--- src/rtl/spi_rw_master_if.sv ---
`default_nettype none
// +----------------------------------------------------------------------+
// | spi_rw_master_if : command handshake and SPI pin bundle              |
// | Rev 1.0                                                              |
// +----------------------------------------------------------------------+
interface spi_rw_master_if #(
  parameter int ADDR_W = 7,
  parameter int DATA_W = 8,
  parameter int NUM_SS = 4,
  parameter int SS_W   = 2
);
  logic              start;
  logic              rw;
  logic [SS_W-1:0]   ss_sel;
  logic [ADDR_W-1:0] addr;
  logic [DATA_W-1:0] wdata;
  logic [DATA_W-1:0] rdata;
  logic              busy;
  logic              done;
  logic              err;
  logic              sck;
  logic              mosi;
  logic              miso;
  logic [NUM_SS-1:0] ss_n;

  modport master (
    input  start, rw, ss_sel, addr, wdata, miso,
    output rdata, busy, done, err, sck, mosi, ss_n
  );

  modport slave (
    output start, rw, ss_sel, addr, wdata, miso,
    input  rdata, busy, done, err, sck, mosi, ss_n
  );
endinterface
`default_nettype wire

--- src/rtl/spi_rw_master.sv ---
`default_nettype none
// +----------------------------------------------------------------------+
// | spi_rw_master : mode-0 SPI master, one {rw,addr,data} frame per start |
// | Rev 1.0                                                              |
// +----------------------------------------------------------------------+
module spi_rw_master #(
  parameter int ADDR_W  = 7,
  parameter int DATA_W  = 8,
  parameter int NUM_SS  = 4,
  parameter int SS_W    = 2,
  parameter int CLK_DIV = 2
) (
  input  wire logic       sclk,
  input  wire logic       rst,
  spi_rw_master_if.master bus
);
  localparam int c_FRAME_W = 1 + ADDR_W + DATA_W;
  localparam int c_DIV_W   = (CLK_DIV > 1) ? $clog2(CLK_DIV) : 1;
  localparam int c_CNT_W   = $clog2(c_FRAME_W + 1);

  localparam logic [c_DIV_W-1:0] c_DIV_LAST   = c_DIV_W'(CLK_DIV - 1);
  localparam logic [c_CNT_W-1:0] c_CNT_LAST   = c_CNT_W'(c_FRAME_W - 1);
  localparam logic [c_CNT_W-1:0] c_DATA_FIRST = c_CNT_W'(1 + ADDR_W);
  localparam logic [NUM_SS-1:0]  c_SS_ONE     = NUM_SS'(1);

  localparam logic [1:0] c_IDLE  = 2'd0;
  localparam logic [1:0] c_SHIFT = 2'd1;
  localparam logic [1:0] c_HOLD  = 2'd2;
  localparam logic [1:0] c_DONE  = 2'd3;

  logic [1:0]           r_state;
  logic [1:0]           w_next;
  logic [c_DIV_W-1:0]   r_div;
  logic [c_CNT_W-1:0]   r_cnt;
  logic [c_FRAME_W-1:0] r_sr;
  logic [DATA_W-1:0]    r_rx;
  logic [DATA_W-1:0]    r_rdata;
  logic [NUM_SS-1:0]    r_ss_n;
  logic                 r_rw;
  logic                 r_sck;
  logic                 r_mosi;
  logic                 r_done;
  logic                 r_err;

  logic [SS_W-1:0]      w_sel;
  logic [DATA_W-1:0]    w_wdata_eff;
  logic                 w_valid_sel;
  logic                 w_accept;
  logic                 w_reject;
  logic                 w_tick;
  logic                 w_rise;
  logic                 w_fall;
  logic                 w_last_fall;
  logic                 w_hold_end;
  logic                 w_busy;

  always_ff @(posedge sclk) begin
    if (rst) r_state <= c_IDLE;
    else     r_state <= w_next;
  end

  always_comb begin
    w_next = r_state;
    case (r_state)
      c_IDLE: begin
        if (w_accept)      w_next = c_SHIFT;
        else if (w_reject) w_next = c_DONE;
      end
      c_SHIFT: if (w_last_fall) w_next = c_HOLD;
      c_HOLD:  if (w_hold_end)  w_next = c_IDLE;
      c_DONE:  w_next = c_IDLE;
      default: w_next = c_IDLE;
    endcase
  end

  always_comb begin
    w_sel       = bus.ss_sel;
    w_valid_sel = (int'(w_sel) < NUM_SS);
    // Read frames shift zeros out during the data field.
    w_wdata_eff = bus.rw ? '0 : bus.wdata;
    w_accept    = (r_state == c_IDLE) && bus.start && w_valid_sel;
    w_reject    = (r_state == c_IDLE) && bus.start && !w_valid_sel;
    w_tick      = (r_div == c_DIV_LAST);
    w_rise      = (r_state == c_SHIFT) && w_tick && !r_sck;
    w_fall      = (r_state == c_SHIFT) && w_tick && r_sck;
    w_last_fall = w_fall && (r_cnt == c_CNT_LAST);
    w_hold_end  = (r_state == c_HOLD) && w_tick;
    w_busy      = (r_state == c_SHIFT) || (r_state == c_HOLD);
  end

  always_ff @(posedge sclk) begin
    if (rst) begin
      r_div   <= '0;
      r_cnt   <= '0;
      r_sr    <= '0;
      r_rx    <= '0;
      r_rdata <= '0;
      r_ss_n  <= '1;
      r_rw    <= 1'b0;
      r_sck   <= 1'b0;
      r_mosi  <= 1'b0;
      r_done  <= 1'b0;
      r_err   <= 1'b0;
    end else begin
      r_done <= w_hold_end || (r_state == c_DONE);
      r_err  <= (r_state == c_DONE);

      // One divider serves both the sck half-periods and the select hold time.
      if (w_busy) r_div <= w_tick ? '0 : r_div + 1'b1;
      else        r_div <= '0;

      if (w_accept) begin
        r_sr   <= {bus.rw, bus.addr, w_wdata_eff};
        r_rw   <= bus.rw;
        r_ss_n <= ~(c_SS_ONE << w_sel);
        r_mosi <= bus.rw;
        r_sck  <= 1'b0;
        r_cnt  <= '0;
        r_rx   <= '0;
      end

      if (w_rise) begin
        r_sck <= 1'b1;
        if (r_rw && (r_cnt >= c_DATA_FIRST)) r_rx <= (r_rx << 1) | DATA_W'(bus.miso);
      end

      if (w_fall) begin
        r_sck  <= 1'b0;
        r_sr   <= r_sr << 1;
        r_mosi <= w_last_fall ? 1'b0 : r_sr[c_FRAME_W-2];
        r_cnt  <= r_cnt + 1'b1;
      end

      if (w_hold_end) begin
        r_ss_n <= '1;
        if (r_rw) r_rdata <= r_rx;
      end
    end
  end

  assign bus.rdata = r_rdata;
  assign bus.busy  = w_busy;
  assign bus.done  = r_done;
  assign bus.err   = r_err;
  assign bus.sck   = r_sck;
  assign bus.mosi  = r_mosi;
  assign bus.ss_n  = r_ss_n;
endmodule
`default_nettype wire

--- src/flat_wrapper.sv ---
// flat-port wrapper written by rule: the top's interface ports become plain ports
module spi_rw_master_flat 
#(
  parameter int ADDR_W  = 7,
  parameter int DATA_W  = 8,
  parameter int NUM_SS  = 4,
  parameter int SS_W    = 2,
  parameter int CLK_DIV = 2
)
  (sclk, rst, bus_start, bus_rw, bus_ss_sel, bus_addr, bus_wdata, bus_miso, bus_rdata, bus_busy, bus_done, bus_err, bus_sck, bus_mosi, bus_ss_n);
  spi_rw_master_if #(.ADDR_W(ADDR_W), .DATA_W(DATA_W), .NUM_SS(NUM_SS), .SS_W(SS_W)) bus_i ();
  input  wire logic sclk;
  input  wire logic rst;
  input wire logic [$bits(bus_i.start)-1:0] bus_start;
  input wire logic [$bits(bus_i.rw)-1:0] bus_rw;
  input wire logic [$bits(bus_i.ss_sel)-1:0] bus_ss_sel;
  input wire logic [$bits(bus_i.addr)-1:0] bus_addr;
  input wire logic [$bits(bus_i.wdata)-1:0] bus_wdata;
  input wire logic [$bits(bus_i.miso)-1:0] bus_miso;
  output wire logic [$bits(bus_i.rdata)-1:0] bus_rdata;
  output wire logic [$bits(bus_i.busy)-1:0] bus_busy;
  output wire logic [$bits(bus_i.done)-1:0] bus_done;
  output wire logic [$bits(bus_i.err)-1:0] bus_err;
  output wire logic [$bits(bus_i.sck)-1:0] bus_sck;
  output wire logic [$bits(bus_i.mosi)-1:0] bus_mosi;
  output wire logic [$bits(bus_i.ss_n)-1:0] bus_ss_n;
  assign bus_i.start = bus_start;
  assign bus_i.rw = bus_rw;
  assign bus_i.ss_sel = bus_ss_sel;
  assign bus_i.addr = bus_addr;
  assign bus_i.wdata = bus_wdata;
  assign bus_i.miso = bus_miso;
  assign bus_rdata = bus_i.rdata;
  assign bus_busy = bus_i.busy;
  assign bus_done = bus_i.done;
  assign bus_err = bus_i.err;
  assign bus_sck = bus_i.sck;
  assign bus_mosi = bus_i.mosi;
  assign bus_ss_n = bus_i.ss_n;
  spi_rw_master #(.ADDR_W(ADDR_W), .DATA_W(DATA_W), .NUM_SS(NUM_SS), .SS_W(SS_W), .CLK_DIV(CLK_DIV)) u_core (.sclk(sclk), .rst(rst), .bus(bus_i));
endmodule
--- config.mk ---
export PLATFORM = sky130hd
export DESIGN_NAME = spi_rw_master_flat
export DESIGN_NICKNAME = d
export VERILOG_FILES = /design/src/rtl/spi_rw_master_if.sv /design/src/rtl/spi_rw_master.sv /design/src/flat_wrapper.sv
export SDC_FILE = /design/constraint.sdc
export NUM_CORES = 1
export LEC_CHECK = 0
export ABC_AREA = 1
export CAP_MARGIN = 40
export CORE_MARGIN = 4
export CORE_UTILIZATION = 58
export CTS_BUF_LIST = sky130_fd_sc_hd__clkbuf_8
export CTS_CLUSTER_SIZE = 20
export DETAILED_ROUTE_END_ITERATION = 12
export PLACE_DENSITY = 0.95
export SYNTH_ARGS = -nofsm -noshare
export SYNTH_HDL_FRONTEND = slang
export SYNTH_SLANG_ARGS = --single-unit
--- constraint.sdc ---
create_clock -name sclk -period 3.25 [get_ports sclk]
set_input_delay 0.4875 -clock sclk [delete_from_list [all_inputs] [get_ports sclk]]
set_output_delay 0.4875 -clock sclk [all_outputs]
set_load 0.03 [all_outputs]
After elaboration in Yosys (flattened, before gate mapping)
Index checks and enable logic that the tools add are counted.
- multiplexer cells: 17
- reduce and logical (&&, ||, !) cells: 18
- bitwise operators: 3
- eq/ne operators: 7
- shift-type cells: 1
- $add $sub $neg: 2
- order comparisons: 1
- operators with widths (cell ; count):
    8-bit 2-to-1 mux ; 4
    15-bit 2-to-1 mux ; 2
    5-bit 2-to-1 mux ; 2
    8-bit by 1-bit bitwise OR with 8-bit output ; 1
    2-bit case mux with 4 select lines ; 1
    1-bit logical AND ; 7
    2-bit 2-to-1 mux ; 3
    2-bit by 1-bit != test with 1-bit output (second input constant) ; 3
    5-bit by 1-bit adder with 5-bit output (second input constant) ; 1
    5-bit by 4-bit equality test with 1-bit output (second input constant) ; 1
    5-bit by 4-bit greater-or-equal comparator with 1-bit output (second input constant) ; 1
    1-bit 2-to-1 mux ; 5
    2-bit equality test (second input constant) ; 2
    4-bit NOT ; 1
    2-bit nonzero test ; 2
    2-bit OR reduction ; 2
    1-bit by 2-bit left shift with 4-bit output (first input constant) ; 1
    3-bit AND reduction ; 1
    3-bit OR reduction ; 1
    2-bit by 1-bit equality test with 1-bit output (second input constant) ; 1
    2-bit zero test ; 1
    1-bit logical OR ; 2
    2-bit AND reduction ; 1
    1-bit adder (second input constant) ; 1
    2 further kinds ; 2
- bits in registers: 48
- input port bits: 22
- output and inout port bits: 17
- word-level logic and storage cells: 62

Logic depth before layout (Yosys ltp)
- depth after elaboration: 6
- gate-level depth with buffers: 9

Worst setup path after synthesis
Ideal clock, no wire load.
- path type: reg-to-reg
- from: register u_core.r_state[0]
- to: register u_core.r_sr[14]
- arrival time: 1.287 ns
- buffers on the path: 1
- stages on the path, launching flop included: 10
- setup slack: 1.848 ns
- setup time: 0.115 ns
- cell sequence: dfxtp_1 > inv_1 > ha_1 > nand2_1 > inv_1 > buf_2 > nand3_1 > nand2_1 > o21ai_0 > inv_1
- cells in the longest elaborated chain, start to end: 4
- elaborated cells on any way between the ends: 7
- classes of those cells: eq/ne (1); mux (1); reduce/logical (5)
- ends and longest elaborated chain (element ; line ; source):
    from (decl) ; spi_rw_master.sv:31 ; logic [1:0] r_state;
    from (signal assigned) ; spi_rw_master.sv:58 ; if (rst) r_state <= c_IDLE;
    from (signal assigned) ; spi_rw_master.sv:59 ; else r_state <= w_next;
    2-bit by 1-bit equality test with 1-bit output ; spi_rw_master.sv:85 ; w_fall = (r_state == c_SHIFT) && w_tick && r_sck;
    1-bit logical AND (2 in a row) ; spi_rw_master.sv:85 ;
    15-bit 2-to-1 mux or 2-bit nonzero test (tied branches) ; - ;
    to (signal assigned) ; spi_rw_master.sv:113 ; r_sr <= {bus.rw, bus.addr, w_wdata_eff};
    to (signal assigned) ; spi_rw_master.sv:129 ; r_sr <= r_sr << 1;
    to (decl) ; spi_rw_master.sv:35 ; logic [c_FRAME_W-1:0] r_sr;
Several ways; a longest one is shown, not always the timed one.
A chain may end at the register's enable or synchronous reset.

Final worst setup path
- from: register u_core.r_state[0]
- to: output port bus_busy
- cells in the longest elaborated chain, start to end: 2
- elaborated cells on any way between the ends: 3
- classes of those cells: eq/ne (2); reduce/logical (1)
- ends and longest elaborated chain (element ; line ; source):
    2-bit by 1-bit equality test with 1-bit output or 2-bit equality test (tied branches) ; spi_rw_master.sv:88 ; w_busy = (r_state == c_SHIFT) || (r_state == c_HOLD);
    1-bit logical OR * ; spi_rw_master.sv:88 ;
    to (decl) ; flat_wrapper.sv:21 ; output wire logic [$bits(bus_i.busy)-1:0] bus_busy;
Every way passes the cells marked *; elsewhere a longest branch is shown, timed or not.

==> impl_metrics.csv <==
group,metric,value,unit
outcome,status,"complete, no violations",
hold_path,worstHoldStart,"u_core.bus.rdata[0]",
clock_network,ctsResizeCount,0,
setup_path,cpLargestDelayFamily,"buffers and inverters",
logic_synthesis,synth_area,2170,um2
layout,regArea,961,um2
clock_network,holdBufCountCts,0,
floorplanning,die_w,69.2,um
routing,dr.pass1.iters,4,
setup_path,reg2reg_from,"u_core.r_state[0]",
logic_synthesis,syn-num-nets,336,
routing,routed_wl,4290,um
logic_synthesis,syn_area_per_cell,7.08,um2
setup_path,cp-startpoint,"u_core.r_state[0]",
layout,fill_cells,273,
floorplanning,num_rows,21,
floorplanning,io_pins,39,
logic_synthesis,netlist_instances,307,
layout,layout-drive-gt1-share,0.0411,
power_and_ir_drop,p_per_area,596,nW/um2
layout,syn_to_final_growth,21.4,%
hold_path,worstHoldPathCells,2,
setup_path,path_cells,"inv_1 > ha_1 > clkdlybuf4s50_1",
clock_network,cts_max_level,2,
floorplanning,coreArea,3470,um2
clock_network,cts_sinks,48,
logic_synthesis,ys_ff_latch,48,
routing,via_per_inst,5.12,
setup_path,endpoint_kind,"primary output",
setup_path,slowest_delay,0.67,ns
setup_path,path_buf_inv,2,
sta,tns,0,ns
setup_path,crit_arrival,1.79,ns
routing,vias,1980,
clock_network,post_cts_buffers,0,
routing,wire_per_inst,11.1,um
sta,setup_violations,0,
setup_path,reg2regPathDepth,9,
power_and_ir_drop,total_power,1.57,mW
layout,nNetsFinal,369,
setup_path,rrSetupSlack,1.26,ns
sta,timing.hold.ws,0.446,ns
logic_synthesis,ys_seq_area_frac,0.442,
global_route,grt_pass1_wl,7600,um
global_route,grt_pass1_vias,1863,
sta,hold_viol_final,0,
placed_design,gp_congestion,0.801,
clock_network,insertion_delay,0.30,ns
job,max_cap_violations,0,
placed_design,dpl.hpwl,3070,um
hold_path,hold_end,"u_core.bus.rdata[0]",
global_route,gr-usage-met1,0.220,
floorplanning,dieArea,4790,um2
routing,drc_errors,0,
floorplanning,die_h,69.2,um
setup_path,path_class,"flip-flop to primary output",
sta,fin_skew,0.00408,ns
sta,relSlewSlack,0.616,
global_route,gr-usage-met3,0.0377,
sta,finalMaxSlewViolations,0,
global_route,grt.busiest_layer,"met2",
setup_path,timing.rr.end,"u_core.r_sr[14]",
logic_synthesis,synth_warnings,0,
sta,fmax,438,MHz
setup_path,crit_path_top_delay_cell,"clkdlybuf4s50_1",
global_route,grt_max_degree,28,
sta,period_needed,2.28,ns
global_route,gr-usage-all-layers,0.190,
logic_synthesis,synth_cell_types,20,
clock_network,cts.reportedPaths.clkPinSlew,0.08,ns
logic_synthesis,ys_async_sr_fraction,0,
sta,period_share,0.702,
setup_path,cp_max_fo,4,
global_route,grt_overflow_total,0,
layout,diodes,0,
setup_path,startpoint_type,"flip-flop",
global_route,antenna_found_initial,0,
layout,multi_input_area,947,um2
global_route,grtUsageMet2,0.321,
setup_path,cp.required,2.76,ns
power_and_ir_drop,cellLeakagePower,1.15,nW
hold_path,worstHoldPathType,"flip-flop to flip-flop",
sta,worstMarginPinSlew,0.575,ns
routing,drtAntennaViolNets,0,
logic_synthesis,ys.flop_type,"dfxtp_1",
logic_synthesis,synth-edff-count,0,
clock_network,cts_buffers,5,
power_and_ir_drop,ir_drop,0.558,mV
placed_design,portBuffers,38,
clock_network,cts_tree,"yes",
floorplanning,start_util,0.627,
clock_network,cts_buffer_depth,2,
sta,grt_setup_unrepaired,"no",
routing,dr.first_iter.drc_count,129,
clock_network,root_buffer,"clkbuf_8",
-- per-stage QoR --
| step | area [um2] | utilization | std cells | setup slack [ns] |
|---|---|---|---|---|
| finish | 2640 | 0.760 | 387 | 0.968 |
| global route | 2640 | 0.760 | 387 | 0.896 |
| CTS | 2640 | 0.760 | 387 | 0.964 |
| detailed placement | 2540 | 0.734 | 379 | 1.01 |
| global placement | 2540 | 0.734 | 379 | 1.10 |
| floorplan | 2170 | - | 307 | 1.85 |
-- layout by cell type (no fill, tap or decap), drive strengths merged --
| cell | synthesis | routed |
|---|---|---|
| a21oi | 28 | 28 |
| buf | 11 | 2 |
| clkbuf | 3 | 6 |
| clkdlybuf4s50 | 0 | 38 |
| clkinv | 2 | 4 |
| dfxtp | 48 | 48 |
| ha | 7 | 7 |
| inv | 47 | 47 |
| nand2 | 76 | 76 |
| nand3 | 37 | 37 |
| nand4 | 8 | 8 |
| nor2 | 18 | 18 |
| nor3 | 2 | 2 |
| o21ai | 19 | 19 |
| o22ai | 1 | 1 |
-- sequential cells by signal, indices dropped and copies added (netlist names) --
register / flops
u_core.r_sr: 15
u_core.bus.done: 1
u_core.r_div: 1
u_core.r_state: 2
u_core.r_rw: 1
u_core.r_cnt: 5
u_core.bus.err: 1
u_core.bus.ss_n: 4
u_core.bus.mosi: 1
u_core.bus.rdata: 8
u_core.bus.sck: 1
u_core.r_rx: 8
-- area by class of cell --
cell class | instances | area share
clock buffer | 6 | 0.0313
clock inverter | 2 | 0.00380
inverter | 49 | 0.0697
multi-input combinational | 196 | 0.359
sequential | 48 | 0.364
tap | 46 | 0.0218
timing repair buffer | 40 | 0.150
-- report_power, final --
| group | internal [mW] | total [mW] | switching (mW) |
|---|---|---|---|
| clock | 0.170 | 0.360 | 0.190 |
| sequential | 0.658 | 0.712 | 0.0542 |
| combinational | 0.187 | 0.499 | 0.312 |
| total | 1.01 | 1.57 | 0.556 |
-- logic make-up (layout without fill, tap and decap cells) --
group	after synthesis	count (layout)	share of synthesized area
flip-flops	48	48	0.442
buffers and inverters	63	97	0.122
AND/OR/NAND/NOR	141	141	0.284
AO/OA/AOI/OAI	48	48	0.111
adder cells (fa/ha/maj)	7	7	0.0403
-- routing by layer --
metal  wire length, um  part of all wire  vias up
met5                 0                 0        -
met4               151             0.035        0
met3               200             0.047       14
met2              2060              0.48       54
li1                  -                 -     1039
met1              1870              0.44      873
-- cell usage after synthesis (2+ instances only) --
master     n  area [um2]
buf_6      2        22.5
clkbuf_1   3        11.3
clkinv_1   2        7.51
buf_2      8        40.0
nor2_4     2        22.5
nor2_1    16        60.1
dfxtp_1   48         961
o21ai_0   18        90.1
a21oi_1   28         140
nand3_1   36         180
nor3_1     2        10.0
nand2_1   76         285
nand4_1    8        50.1
ha_1       7        87.6
inv_1     46         173
-- worst reg2reg max path: stages, from the launching register on --
cell	delay, ns
dfxtp_1	0.40
inv_1	0.11
ha_1	0.22
nand2_1	0.07
buf_4	0.26
inv_1	0.33
nand3_1	0.20
nand2_1	0.07
o21ai_0	0.17
inv_1	0.06
-- worst max-delay path by stage --
stage,to,slack [ns],cells past startpoint
after global placement,u_core.bus.sck,1.10,5
after global routing,bus_busy,0.90,3
after floorplan,u_core.r_sr[14],1.85,9
after CTS,bus_busy,0.96,3
final,bus_busy,0.97,3
after detailed placement,u_core.r_sr[14],1.01,5
(Power assumes the default switching activity.)
